<file path="config.mk">
export PLATFORM = sky130hd
export DESIGN_NAME = id_ex_operand_stage
export DESIGN_NICKNAME = d
export VERILOG_FILES = /design/src/rtl/mips_pkg.sv /design/src/rtl/id_ex_operand_stage_fwd_mux.sv /design/src/rtl/id_ex_operand_stage.sv
export SDC_FILE = /design/constraint.sdc
export NUM_CORES = 1
export LEC_CHECK = 0
export CAP_MARGIN = 20
export CORE_UTILIZATION = 30
export CTS_CLUSTER_SIZE = 12
export DETAILED_ROUTE_END_ITERATION = 8
export DONT_BUFFER_PORTS = 1
export PLACE_DENSITY = 0.53
export RECOVER_POWER = 50
export SYNTH_ARGS = -nofsm -noshare
export SYNTH_HDL_FRONTEND = slang
export SYNTH_SLANG_ARGS = --single-unit
</file>
<file path="constraint.sdc">
create_clock -name clk -period 3.8 [get_ports clk]
set_input_delay 0.76 -clock clk [delete_from_list [all_inputs] [get_ports clk]]
set_output_delay 0.76 -clock clk [all_outputs]
set_load 0.02 [all_outputs]
</file>
<file path="src/rtl/mips_pkg.sv">
// Shared MIPS pipeline definitions: datapath defaults, ALU op encoding and
// the operand forward-select enum.
package mips_pkg;

  localparam int DATA_W_DEF  = 32;
  localparam int RADDR_W_DEF = 5;
  localparam int CNT_W_DEF   = 4;

  localparam logic [3:0] ALU_ADD = 4'b0000;
  localparam logic [3:0] ALU_SUB = 4'b0001;
  localparam logic [3:0] ALU_AND = 4'b0010;
  localparam logic [3:0] ALU_OR  = 4'b0011;
  localparam logic [3:0] ALU_XOR = 4'b0100;
  localparam logic [3:0] ALU_NOR = 4'b0101;
  localparam logic [3:0] ALU_SLL = 4'b0110;
  localparam logic [3:0] ALU_SLT = 4'b0111;

  typedef enum logic [1:0] {FWD_RF, FWD_EX, FWD_MEM, FWD_WB} fwd_sel_e;

endpackage

</file>
<file path="src/rtl/id_ex_operand_stage_fwd_mux.sv">
// Per-operand forwarding: compare the source register against EX/MEM/WB
// destinations and pick the youngest matching result (EX > MEM > WB > regfile).
module fwd_mux
  import mips_pkg::*;
#(
  parameter int DATA_W  = DATA_W_DEF,
  parameter int RADDR_W = RADDR_W_DEF
) (
  input  logic [RADDR_W-1:0] src_i,
  input  logic [DATA_W-1:0]  rf_data_i,
  input  logic               ex_en_i,
  input  logic [RADDR_W-1:0] ex_rd_i,
  input  logic [DATA_W-1:0]  ex_data_i,
  input  logic               mem_en_i,
  input  logic [RADDR_W-1:0] mem_rd_i,
  input  logic [DATA_W-1:0]  mem_data_i,
  input  logic               wb_en_i,
  input  logic [RADDR_W-1:0] wb_rd_i,
  input  logic [DATA_W-1:0]  wb_data_i,
  output logic [DATA_W-1:0]  data_o
);

  fwd_sel_e sel;
  logic     src_zero;

  assign src_zero = (src_i == '0);

  // r0 is hard-wired: never a forwarding target, and its read value is forced to 0.
  always_comb begin
    sel = FWD_RF;
    if (!src_zero) begin
      if (ex_en_i && (ex_rd_i == src_i))        sel = FWD_EX;
      else if (mem_en_i && (mem_rd_i == src_i)) sel = FWD_MEM;
      else if (wb_en_i && (wb_rd_i == src_i))   sel = FWD_WB;
    end
  end

  always_comb begin
    data_o = '0;
    case (sel)
      FWD_EX:  data_o = ex_data_i;
      FWD_MEM: data_o = mem_data_i;
      FWD_WB:  data_o = wb_data_i;
      default: data_o = src_zero ? '0 : rf_data_i;
    endcase
  end

endmodule

</file>
<file path="src/rtl/id_ex_operand_stage.sv">
// ID/EX pipeline register with operand forwarding, load-use hazard detection
// and bubble insertion; registered outputs feed the ALU and EX/MEM control.
module id_ex_operand_stage
  import mips_pkg::*;
#(
  parameter int DATA_W  = DATA_W_DEF,
  parameter int RADDR_W = RADDR_W_DEF,
  parameter int CNT_W   = CNT_W_DEF
) (
  input  logic               clk,
  input  logic               rst_n,
  input  logic               id_valid,
  input  logic [RADDR_W-1:0] id_rs,
  input  logic [RADDR_W-1:0] id_rt,
  input  logic [RADDR_W-1:0] id_rd,
  input  logic               id_use_rs,
  input  logic               id_use_rt,
  input  logic [DATA_W-1:0]  id_rs_data,
  input  logic [DATA_W-1:0]  id_rt_data,
  input  logic [DATA_W-1:0]  id_imm,
  input  logic [4:0]         id_shamt,
  input  logic [CNT_W-1:0]   id_alu_cnt,
  input  logic               id_alu_src,
  input  logic               id_reg_write,
  input  logic               id_mem_read,
  input  logic               id_mem_write,
  input  logic               id_mem_to_reg,
  input  logic [DATA_W-1:0]  alu_result,
  input  logic               mem_valid,
  input  logic               mem_reg_write,
  input  logic [RADDR_W-1:0] mem_rd,
  input  logic [DATA_W-1:0]  mem_data,
  input  logic               wb_valid,
  input  logic               wb_reg_write,
  input  logic [RADDR_W-1:0] wb_rd,
  input  logic [DATA_W-1:0]  wb_data,
  input  logic               flush,
  input  logic               ex_hold,
  output logic               stall,
  output logic               ex_valid,
  output logic               ex_reg_write,
  output logic               ex_mem_read,
  output logic               ex_mem_write,
  output logic               ex_mem_to_reg,
  output logic [CNT_W-1:0]   ex_alu_cnt,
  output logic [DATA_W-1:0]  ex_input1,
  output logic [DATA_W-1:0]  ex_input2,
  output logic [DATA_W-1:0]  ex_store_data,
  output logic [4:0]         ex_shamt,
  output logic [RADDR_W-1:0] ex_rd
);

  typedef struct packed {
    logic               valid;
    logic               reg_write;
    logic               mem_read;
    logic               mem_write;
    logic               mem_to_reg;
    logic [CNT_W-1:0]   alu_cnt;
    logic [DATA_W-1:0]  input1;
    logic [DATA_W-1:0]  input2;
    logic [DATA_W-1:0]  store_data;
    logic [4:0]         shamt;
    logic [RADDR_W-1:0] rd;
  } ex_reg_t;

  ex_reg_t            ex_q, ex_d;
  logic [DATA_W-1:0]  fwd_rs, fwd_rt;
  logic               ex_fwd_en, mem_fwd_en, wb_fwd_en;
  logic               hazard;

  // A load in EX has no result yet, so it is excluded from EX forwarding.
  assign ex_fwd_en  = ex_q.valid & ex_q.reg_write & ~ex_q.mem_read;
  assign mem_fwd_en = mem_valid & mem_reg_write;
  assign wb_fwd_en  = wb_valid & wb_reg_write;

  fwd_mux #(.DATA_W(DATA_W), .RADDR_W(RADDR_W)) u_fwd_rs (
    .src_i(id_rs), .rf_data_i(id_rs_data),
    .ex_en_i(ex_fwd_en), .ex_rd_i(ex_q.rd), .ex_data_i(alu_result),
    .mem_en_i(mem_fwd_en), .mem_rd_i(mem_rd), .mem_data_i(mem_data),
    .wb_en_i(wb_fwd_en), .wb_rd_i(wb_rd), .wb_data_i(wb_data),
    .data_o(fwd_rs)
  );

  fwd_mux #(.DATA_W(DATA_W), .RADDR_W(RADDR_W)) u_fwd_rt (
    .src_i(id_rt), .rf_data_i(id_rt_data),
    .ex_en_i(ex_fwd_en), .ex_rd_i(ex_q.rd), .ex_data_i(alu_result),
    .mem_en_i(mem_fwd_en), .mem_rd_i(mem_rd), .mem_data_i(mem_data),
    .wb_en_i(wb_fwd_en), .wb_rd_i(wb_rd), .wb_data_i(wb_data),
    .data_o(fwd_rt)
  );

  assign hazard = id_valid & ex_q.valid & ex_q.mem_read & (ex_q.rd != '0) &
                  ((id_use_rs & (ex_q.rd == id_rs)) | (id_use_rt & (ex_q.rd == id_rt)));

  // ex_hold is not reset, so gate with rst_n to keep stall low during reset.
  assign stall = (hazard | ex_hold) & ~flush & id_valid & rst_n;

  // Hold outranks flush: the instruction already in EX predates the branch.
  always_comb begin
    ex_d = ex_q;
    if (ex_hold) begin
      ex_d = ex_q;
    end else if (flush || hazard || !id_valid) begin
      ex_d = '0;
    end else begin
      ex_d.valid      = 1'b1;
      ex_d.reg_write  = id_reg_write;
      ex_d.mem_read   = id_mem_read;
      ex_d.mem_write  = id_mem_write;
      ex_d.mem_to_reg = id_mem_to_reg;
      ex_d.alu_cnt    = id_alu_cnt;
      ex_d.input1     = fwd_rs;
      ex_d.input2     = id_alu_src ? id_imm : fwd_rt;
      ex_d.store_data = fwd_rt;
      ex_d.shamt      = id_shamt;
      ex_d.rd         = id_rd;
    end
  end

  always_ff @(posedge clk or negedge rst_n) begin
    if (!rst_n) ex_q <= '0;
    else        ex_q <= ex_d;
  end

  assign ex_valid      = ex_q.valid;
  assign ex_reg_write  = ex_q.reg_write;
  assign ex_mem_read   = ex_q.mem_read;
  assign ex_mem_write  = ex_q.mem_write;
  assign ex_mem_to_reg = ex_q.mem_to_reg;
  assign ex_alu_cnt    = ex_q.alu_cnt;
  assign ex_input1     = ex_q.input1;
  assign ex_input2     = ex_q.input2;
  assign ex_store_data = ex_q.store_data;
  assign ex_shamt      = ex_q.shamt;
  assign ex_rd         = ex_q.rd;

endmodule

</file>
==> metrics.md, run 1 <==
| Metric | Value |
|---|---|
| Global route overflow | `0` |
| Setup TNS | `0 ns` |
| Max-slew headroom | `12.3%` |
| DR WL/cell | `between 30 and 40 um` |
| PortBufs | `0` |
| Core Region | `25300 um^2` |
| Cell accounting for the most synthesized area | `dfrtp_1` |
| Net Count, Synth | `roughly 1100` |
| Seq cells post-synth | `115` |
| Slew Viols, Final | `0` |
| CP Max Fanout | `16` |
| Pwr Density | `405 nW/um^2` |
| Worst Setup End Kind | `register` |
| Hold WS | `about 0.029 ns` |
| Status | `finished, final reports clean` |
| Post-DP Area | `just over 8000 um^2` |
| Leak | `~3.6 nW` |
| Die Wd | `163 um` |
| Post-CTS Resized | `0` |
| Die height | `163 um` |
| Post-Route WL | `roughly 36 mm` |
| Initial Util | `~31%` |
| Antenna-violating nets left | `0` |
| Max_cap viols | `0` |
| Root Buffer | `clkbuf_16` |
| Fraction of layout instances using a drive strength above 1 | `13.2%` |
| Largest net degree at the start of global routing | `118` |
| Inserted Clock Buffers | `17` |
| Avg Cell Area, Syn | `around 9.0 um^2` |
| Clk pin slew, worst setup/hold paths | `0.06 ns` |
| DRC | `0` |
| Hold Vio Cnt, Final | `0` |
| Number of I/O pins | `358` |
| Gpl congestion | `0.934` |
| Worst-Margin Slew | `1.28 ns` |
| Die ar. | `approximately 27000 um^2` |
| Top post-synthesis cells by area | `dfrtp_1 37%, a32o_1 6.3%, nand2_1 4.7%` |
| Yosys cell types | `64` |
| WS Path Type | `register to register` |
| Cell area after layout | `8770 um^2` |
| WP data required | `4.06 ns` |
| Final setup viols | `0` |
| Vias in the first global route | `7384` |
| Cell Area, Synth | `7760 um^2` |
| Most frequent cells in the layout | `115 x dfrtp_1, 98 x nand2_1, 49 x a32o_1, 35 x nor3_1, 35 x buf_4` |
| Worst r2r src | `ex_mem_read` |
| Post-CTS setup buffers | `0` |
| Crit path launch | `ex_mem_read` |
| VDD IR max | `0.216 mV` |
| Post-DP HPWL | `26.9 mm` |
| Clock skew | `around 0.0057 ns` |
| Dpl cells | `1148` |
| Area growth syn-to-layout | `13.1%` |
| Vias per inst | `about 6.4` |
| N_diodes | `0` |
| Sink Count | `115` |
| CTS hold repair buffers | `0` |
| Async set or reset register ratio after synthesis | `100%` |
| Worst-skew pair later-pin latency | `0.42 ns` |
| Post-synth EDFFs | `0` |
| Max Clk Rate | `0.268 GHz` |
| Post-Syn Instances | `roughly 870` |
| Class of the worst hold path | `primary input to asynchronous set/reset pin` |
| Crit path launch type | `register` |
| FP Rows | `58` |
| Post-synthesis sequential area ratio | `37.1%` |
| CTS tree | `yes` |
| RSZ-0062 raised after global routing | `false` |
| Tot Pwr | `3.55 mW` |
| First-pass GRT wire length | `50.8 mm` |
| Initial antenna violation count | `0` |
| Period utilization | `between 90% and 100%` |
| H-tree levels | `4` |
| Final net count | `1080` |
| Clk buf depth | `2` |
| First DRT Iteration DRCs | `approximately 660` |
| DR vias | `7518` |
| Layout Cells excl Fill | `1181` |
| Synth warnings | `0` |
| Fin crit period | `3.74 ns` |
| Tot GR Track Use | `26.5%` |
| Commonest non-fill, non-tap cell in the layout | `dfrtp_1` |
| Count of TritonRoute iterations in the first routing pass | `5` |
| Synth Flop Type | `dfrtp_1` |
| Top cell type's share of synthesized area | `37.1%` |
| WP data arrival | `between 3 and 4 ns` |
[where the power goes]
group          internal (mW)  switching, mW  leakage [nW]
Sequential              1.30          0.162          1.55
Clock                   1.09          0.655         0.303
Combinational          0.146          0.196          1.77
Total                   2.54           1.01          3.62
[per-layer routing]
metal | global-route usage, % | vias to the layer above | wire length, um
met5 | 0 | - | 0
met4 | 6.67 | 0 | 646
met3 | 10.8 | 52 | 3880
met2 | 42.1 | 380 | 16700
met1 | 33.0 | 3781 | 14500
li1 | - | 3305 | -
[final cells by class]
cell class	count	area [um^2]
fill	2663	16500
multi-input combinational	633	4440
sequential	115	2880
clock buffer	18	429
tap	330	413
timing repair buffer	37	294
clock inverter	14	188
inverter	34	128
[cells by family (layout without fill, tap and decap cells)]
| kind of cell | Yosys count | count (layout) | synth area share, % |
|---|---|---|---|
| and+or+nand+nor | 336 | 336 | 23.7 |
| AOI/OAI and AO/OA | 244 | 244 | 26.3 |
| buffers and inverters | 117 | 103 | 6.19 |
| DFF | 115 | 115 | 37.1 |
| xor gates and xnor gates | 30 | 30 | 3.39 |
| muxes | 23 | 23 | 3.32 |
[path summary, 6_finish.rpt]
check,to,slack [ns],cells past startpoint
setup / recovery,ex_input2[20],0.06,7
hold / removal,ex_input2[1],0.03,0
setup reg to reg,ex_input2[20],0.06,7
hold reg to reg,ex_input1[25],0.63,2
max in group asynchronous,ex_store_data[23],3.61,0
min in group clk,ex_valid,0.46,2
[synthesized netlist by cell type (20+ instances only)]
cell type,count
mux2_2,22
nand4_1,21
nor2_1,28
a22o_1,30
o31ai_1,20
nor3_1,36
dfrtp_1,115
or3_1,27
a211o_1,20
clkbuf_1,68
xnor2_1,20
nand2_1,98
nand2b_1,20
a32o_1,49
nand3_1,25
inv_1,34
[critical path, cell delays in order (launching register included)]
cell	delay [ns]
dfrtp_1	0.48
and3b_1	0.48
nor3b_1	0.50
and2_1	0.45
buf_4	0.33
nor3_1	0.09
a2111oi_0	1.06
o31ai_1	0.16
[per-stage QoR]
stage	util, %	setup WS, ns
5_1_grt	34.7	0.0717
3_3_place_gp	32.2	0.180
6_report	34.7	0.0636
3_5_place_dp	32.2	0.175
4_1_cts	34.7	0.224
2_1_floorplan	-	0.738
Power figures use the tool's default switching activity.
==> inputs of run 2 (changes only) <==
- RECOVER_POWER: 50 -> 100
==> run 2 against run 1 <==
Net effect:
- clock power about the same
- fmax increased by 2.7%
- critical path type unchanged
- final area decreased by 0.47%
- largest cell class unchanged
- clock skew increased by 0.0028 ns
- register-to-register slack improved by 0.097 ns
==> metrics.md, run 2 (synthesis gave the netlist of run 1 again) <==
| Metric | Value |
|---|---|
| Tot Pwr | `3.55 mW (about the same)` |
| Count of TritonRoute iterations in the first routing pass | `6 (was 5)` |
| Clk buf depth | `2 (unchanged)` |
| Most frequent cells in the layout | `115 x dfrtp_1, 98 x nand2_1, 49 x a32o_1, 35 x nor3_1, 34 x inv_1 (was 115 x dfrtp_1, 98 x nand2_1, 49 x a32o_1, 35 x nor3_1, 35 x buf_4)` |
| H-tree levels | `4 (unchanged)` |
| N_diodes | `0 (unchanged)` |
| GRT met2 Usage | `42.1% (unchanged)` |
| Post-Route WL | `35.8 mm (was 35.7 mm)` |
| Max incr delay on CP | `0.99 ns (was 1.06 ns)` |
| First DRT Iteration DRCs | `715 (was 661)` |
| VDD IR max | `0.218 mV (was 0.216 mV)` |
| CTS hold repair buffers | `0 (unchanged)` |
| Status | `finished, final reports clean (unchanged)` |
| Antenna-violating nets left | `0 (unchanged)` |
| Worst-Margin Slew | `1.29 ns (was 1.28 ns)` |
| Critical-path cell list | `and3b_1 > nor3b_1 > and2_1 > buf_4 > nor3_1 > a2111oi_0 > o31ai_1 (unchanged)` |
| WS Path Type | `register to register (unchanged)` |
| Fin crit period | `3.64 ns (was 3.74 ns)` |
| Vias in the first global route | `7384 (unchanged)` |
| Hold WS | `0.0275 ns (was 0.0286 ns)` |
| Max_cap viols | `0 (unchanged)` |
| Gpl congestion | `0.934 (unchanged)` |
| Max-slew headroom | `14.3% (was 12.3%)` |
| CP Max Fanout | `16 (unchanged)` |
| Post-DP HPWL | `26.9 mm (unchanged)` |
| Core Region | `25300 um^2 (unchanged)` |
| DR vias | `7557 (was 7518)` |
| Number of I/O pins | `358 (unchanged)` |
| Worst Setup End Kind | `register (unchanged)` |
| Worst-skew pair later-pin latency | `0.43 ns (was 0.42 ns)` |
| CP max-delay cell | `a2111oi_0 (unchanged)` |
| Die height | `163 um (unchanged)` |
| Grt met1 use | `33.0% (unchanged)` |
| Initial Util | `30.7% (unchanged)` |
| Post-CTS setup buffers | `0 (unchanged)` |
| Setup slack, reg-to-reg | `0.16 ns (was 0.06 ns)` |
| Sink Count | `115 (unchanged)` |
| DR WL/cell | `30.3 um (about the same)` |
| Fraction of layout instances using a drive strength above 1 | `12.3% (was 13.2%)` |
| Cell area after layout | `8730 um^2 (was 8770 um^2)` |
| Hold Vio Cnt, Final | `0 (unchanged)` |
| First-pass GRT wire length | `50.8 mm (unchanged)` |
| Inserted Clock Buffers | `17 (unchanged)` |
| Setup TNS | `0 ns (unchanged)` |
| RSZ-0062 raised after global routing | `false (unchanged)` |
| Period utilization | `95.8% (was 98.3%)` |
| Slew Viols, Final | `0 (unchanged)` |
| Crit path launch type | `register (unchanged)` |
| Die ar. | `26500 um^2 (unchanged)` |
| Max Clk Rate | `0.275 GHz (was 0.268 GHz)` |
| Global route overflow | `0 (unchanged)` |
| Tot GR Track Use | `26.5% (unchanged)` |
| Die Wd | `163 um (unchanged)` |
| Vias per inst | `6.40 (was 6.37)` |
| Post-DP Area | `8140 um^2 (unchanged)` |
| Root Buffer | `clkbuf_16 (unchanged)` |
| Final net count | `1080 (unchanged)` |
| Buffer and inverter count on the worst path | `1 (unchanged)` |
| Area growth syn-to-layout | `12.6% (was 13.1%)` |
| Largest net degree at the start of global routing | `118 (unchanged)` |
| Met3 Resource Use GR | `10.8% (unchanged)` |
| Commonest non-fill, non-tap cell in the layout | `dfrtp_1 (unchanged)` |
| Leak | `3.60 nW (was 3.62 nW)` |
| PortBufs | `0 (unchanged)` |
| GRT busiest layer | `met2 (unchanged)` |
| WP data required | `4.06 ns (about the same)` |
| Initial antenna violation count | `0 (unchanged)` |
| Clk pin slew, worst setup/hold paths | `0.06 ns (about the same)` |
| Post-CTS Resized | `0 (unchanged)` |
| Final setup viols | `0 (unchanged)` |
| Class of the worst hold path | `primary input to asynchronous set/reset pin (unchanged)` |
| WP data arrival | `3.90 ns (was 3.99 ns)` |
| Clock skew | `0.00855 ns (was 0.00570 ns)` |
| Pwr Density | `407 nW/um^2 (was 405 nW/um^2)` |
| DRC | `0 (unchanged)` |
| CTS tree | `yes (unchanged)` |
| FP Rows | `58 (unchanged)` |
| Critical path's top delay family | `simple AND/OR/NAND/NOR gates (unchanged)` |
| Fillers | `2673 (was 2663)` |
==> run 2: layout make-up <==
class | instances | area [um^2] | area share (%)
inverters | 34 | 128 | 1.46
clock inverters | 14 | 188 | 2.15
multi-input cells | 633 | 4430 | 50.7
repair buffers | 37 | 265 | 3.04
clock buffers | 18 | 429 | 4.92
flip-flops and latches | 115 | 2880 | 33.0
well taps | 330 | 413 | 4.73
==> run 2: layer usage <==
layer  wire, um  vias up
met3       4140       43
met1      14300     3807
met5          0        -
li1           -     3308
met4        616        0
met2      16800      399
==> run 2: power by group <==
| part | total (mW) | switching [mW] | internal [mW] |
|---|---|---|---|
| registers | 1.46 | 0.162 | 1.30 |
| logic | 0.340 | 0.196 | 0.145 |
| clock network | 1.75 | 0.660 | 1.09 |
| total | 3.55 | 1.02 | 2.54 |
==> run 2: worst paths after layout <==
kind,from,end,depth (start not counted)
min in group clk,ex_hold,ex_valid,2
worst min register to register,ex_input1[25],ex_input1[25],2
worst min-delay path,rst_n,ex_input2[1],0
max in group asynchronous,rst_n,ex_input2[0],0
worst max-delay path,ex_mem_read,ex_input2[20],7
worst max register to register,ex_mem_read,ex_input2[20],7
==> run 2: per-stage QoR <==
stage                     setup WS [ns]  utilization [%]  cells
after global routing             0.0482             34.6   1181
after CTS                         0.224             34.7   1180
after global placement            0.180             32.2   1148
final                             0.161             34.6   1181
after floorplan                   0.738                -    865
after detailed placement          0.175             32.2   1148
==> inputs of run 3 (changes only) <==
- PLACE_DENSITY: 0.53 -> unset
- PLACE_DENSITY_LB_ADDON: unset -> 0.25
- SKIP_CTS_REPAIR_TIMING: unset -> 1
==> run 3 against run 2 <==
Net effect:
- the flow now finishes with violations (max-capacitance violations, max-slew violations)
- clock power is 2% lower
- non-clock buffer count stayed put
- flip-flop and latch count stayed put
- fmax is 2.5% higher
- highest routed layer is now met5
==> metrics.md, run 3 (synthesis gave the netlist of run 1 again) <==
| Metric | Value |
|---|---|
| FF-to-FF End | `ex_input2[20] (unchanged)` |
| Global route overflow | `0 (unchanged)` |
| Setup slack, reg-to-reg | `0.27 ns (was 0.16 ns)` |
| Initial antenna violation count | `1 (was 0)` |
| DR WL/cell | `30.6 um (was 30.3 um)` |
| N_diodes | `0 (unchanged)` |
| FP Rows | `58 (unchanged)` |
| Leak | `3.58 nW (was 3.60 nW)` |
| DR vias | `7514 (was 7557)` |
| CTS tree | `yes (unchanged)` |
| Die Wd | `163 um (unchanged)` |
| Fin crit period | `3.55 ns (was 3.64 ns)` |
| VDD IR max | `0.200 mV (was 0.218 mV)` |
| Setup TNS | `0 ns (unchanged)` |
| CP Max Fanout | `25 (was 16)` |
| Layout Cells excl Fill | `1181 (unchanged)` |
| Period utilization | `93.4% (was 95.8%)` |
| Failing checks | `max-capacitance violations, max-slew violations` |
| Pre-CTS setup slack | `0.337 ns (was 0.175 ns)` |
| RSZ-0062 raised after global routing | `false (unchanged)` |
| Setup ws final | `0.251 ns (was 0.161 ns)` |
| Pwr Density | `403 nW/um^2 (was 407 nW/um^2)` |
| Max_cap viols | `1 (was 0)` |
| Final net count | `1080 (unchanged)` |
| Largest net degree at the start of global routing | `118 (unchanged)` |
| Cell area after layout | `8710 um^2 (was 8730 um^2)` |
| Core Region | `25300 um^2 (unchanged)` |
| Gpl congestion | `0.934 (about the same)` |
| Post-DP HPWL | `26.7 mm (was 26.9 mm)` |
| Core Util, Final | `34.5% (was 34.6%)` |
| Worst-Margin Slew | `1.70 ns (was 1.29 ns)` |
| Status | `finished with violations (was finished, final reports clean)` |
| Hold Vio Cnt, Final | `0 (unchanged)` |
| Worst Setup End Kind | `register (unchanged)` |
| Max Clk Rate | `0.282 GHz (was 0.275 GHz)` |
| Fraction of layout instances using a drive strength above 1 | `11.9% (was 12.3%)` |
| Clk pin slew, worst setup/hold paths | `0.07 ns (was 0.06 ns)` |
| CP max-delay cell | `and3_1 (was a2111oi_0)` |
| Hold WS | `0.0244 ns (was 0.0275 ns)` |
| Clock skew | `0.00871 ns (was 0.00855 ns)` |
| Inserted Clock Buffers | `17 (unchanged)` |
| Critical-path cell list | `xor2_1 > nor4_1 > and3_1 > buf_12 > nor3_1 > a2111oi_0 > o31ai_1 (was and3b_1 > nor3b_1 > and2_1 > buf_4 > nor3_1 > a2111oi_0 > o31ai_1)` |
| DRC | `0 (unchanged)` |
| Tot GR Track Use | `26.8% (was 26.5%)` |
| Final setup viols | `0 (unchanged)` |
| Number of I/O pins | `358 (unchanged)` |
| Die height | `163 um (unchanged)` |
| First-pass GRT wire length | `51.3 mm (was 50.8 mm)` |
| Area growth syn-to-layout | `12.3% (was 12.6%)` |
| Die ar. | `26500 um^2 (unchanged)` |
| Commonest non-fill, non-tap cell in the layout | `dfrtp_1 (unchanged)` |
| Sink Count | `115 (unchanged)` |
| Antenna-violating nets left | `0 (unchanged)` |
| Class of the worst hold path | `primary input to asynchronous set/reset pin (unchanged)` |
| Slew Viols, Final | `23 (was 0)` |
| Post-Route WL | `36.1 mm (was 35.8 mm)` |
| Clk buf depth | `2 (unchanged)` |
| Count of TritonRoute iterations in the first routing pass | `6 (unchanged)` |
| Crit path launch | `id_rt[4] (was ex_mem_read)` |
| Max incr delay on CP | `0.93 ns (was 0.99 ns)` |
| Vias in the first global route | `7439 (was 7384)` |
| Worst-skew pair later-pin latency | `0.43 ns (about the same)` |
| Fillers | `2625 (was 2673)` |
| WS Path Type | `primary input to register (was register to register)` |
| Vias per inst | `6.36 (was 6.40)` |
| Worst Reg-to-Reg Cells | `7 (unchanged)` |
| Worst r2r src | `ex_mem_read (unchanged)` |
| Post-DP Area | `8170 um^2 (was 8140 um^2)` |
| Buffer and inverter count on the worst path | `1 (unchanged)` |
| Crit path launch type | `primary input (was register)` |
| Tot Pwr | `3.51 mW (was 3.55 mW)` |
| Most frequent cells in the layout | `115 x dfrtp_1, 98 x nand2_1, 49 x a32o_1, 36 x nor3_1, 34 x inv_1 (was 115 x dfrtp_1, 98 x nand2_1, 49 x a32o_1, 35 x nor3_1, 34 x inv_1)` |
| WP data arrival | `3.82 ns (was 3.90 ns)` |
| Root Buffer | `clkbuf_16 (unchanged)` |
| Dpl cells | `1149 (was 1148)` |
| Initial Util | `30.7% (unchanged)` |
| Max-slew headroom | `-13.7% (was 14.3%)` |
| Critical path's top delay family | `simple AND/OR/NAND/NOR gates (unchanged)` |
| WP data required | `4.07 ns (was 4.06 ns)` |
| First DRT Iteration DRCs | `717 (was 715)` |
| PortBufs | `0 (unchanged)` |
| H-tree levels | `4 (unchanged)` |
run 3: worst max path at each step:
stage                     slack (ns)  depth (start not counted)           endpoint
after floorplan                 0.74                          9      ex_input2[23]
after global placement          0.31                          7      ex_input2[20]
after detailed placement        0.34                          8      ex_input2[20]
after CTS                       0.45                          6              stall
after global routing            0.15                          7  ex_store_data[20]
final                           0.25                          7      ex_input2[20]
run 3: per-layer routing:
layer	routed length (um)	vias to the layer above	GRT usage, %	part of all wire [%]
li1	-	3305	-	-
met5	11	-	0	0.030
met2	17000	424	43.3	47
met1	14000	3740	32.5	39
met4	704	2	8.41	2.0
met3	4340	43	10.6	12
run 3: cell type report:
| type | count | area [um^2] | area share (%) |
|---|---|---|---|
| clock buffers | 17 | 425 | 4.88 |
| clock inverters | 15 | 169 | 1.94 |
| inverters | 34 | 128 | 1.47 |
| multi-input cells | 633 | 4430 | 50.9 |
| flip-flops and latches | 115 | 2880 | 33.0 |
| well taps | 330 | 413 | 4.74 |
| repair buffers | 37 | 267 | 3.06 |
run 3: where the power goes:
group	internal (mW)	total [mW]	switching [mW]
Combinational	0.144	0.342	0.198
Sequential	1.30	1.46	0.160
Clock	0.985	1.71	0.724
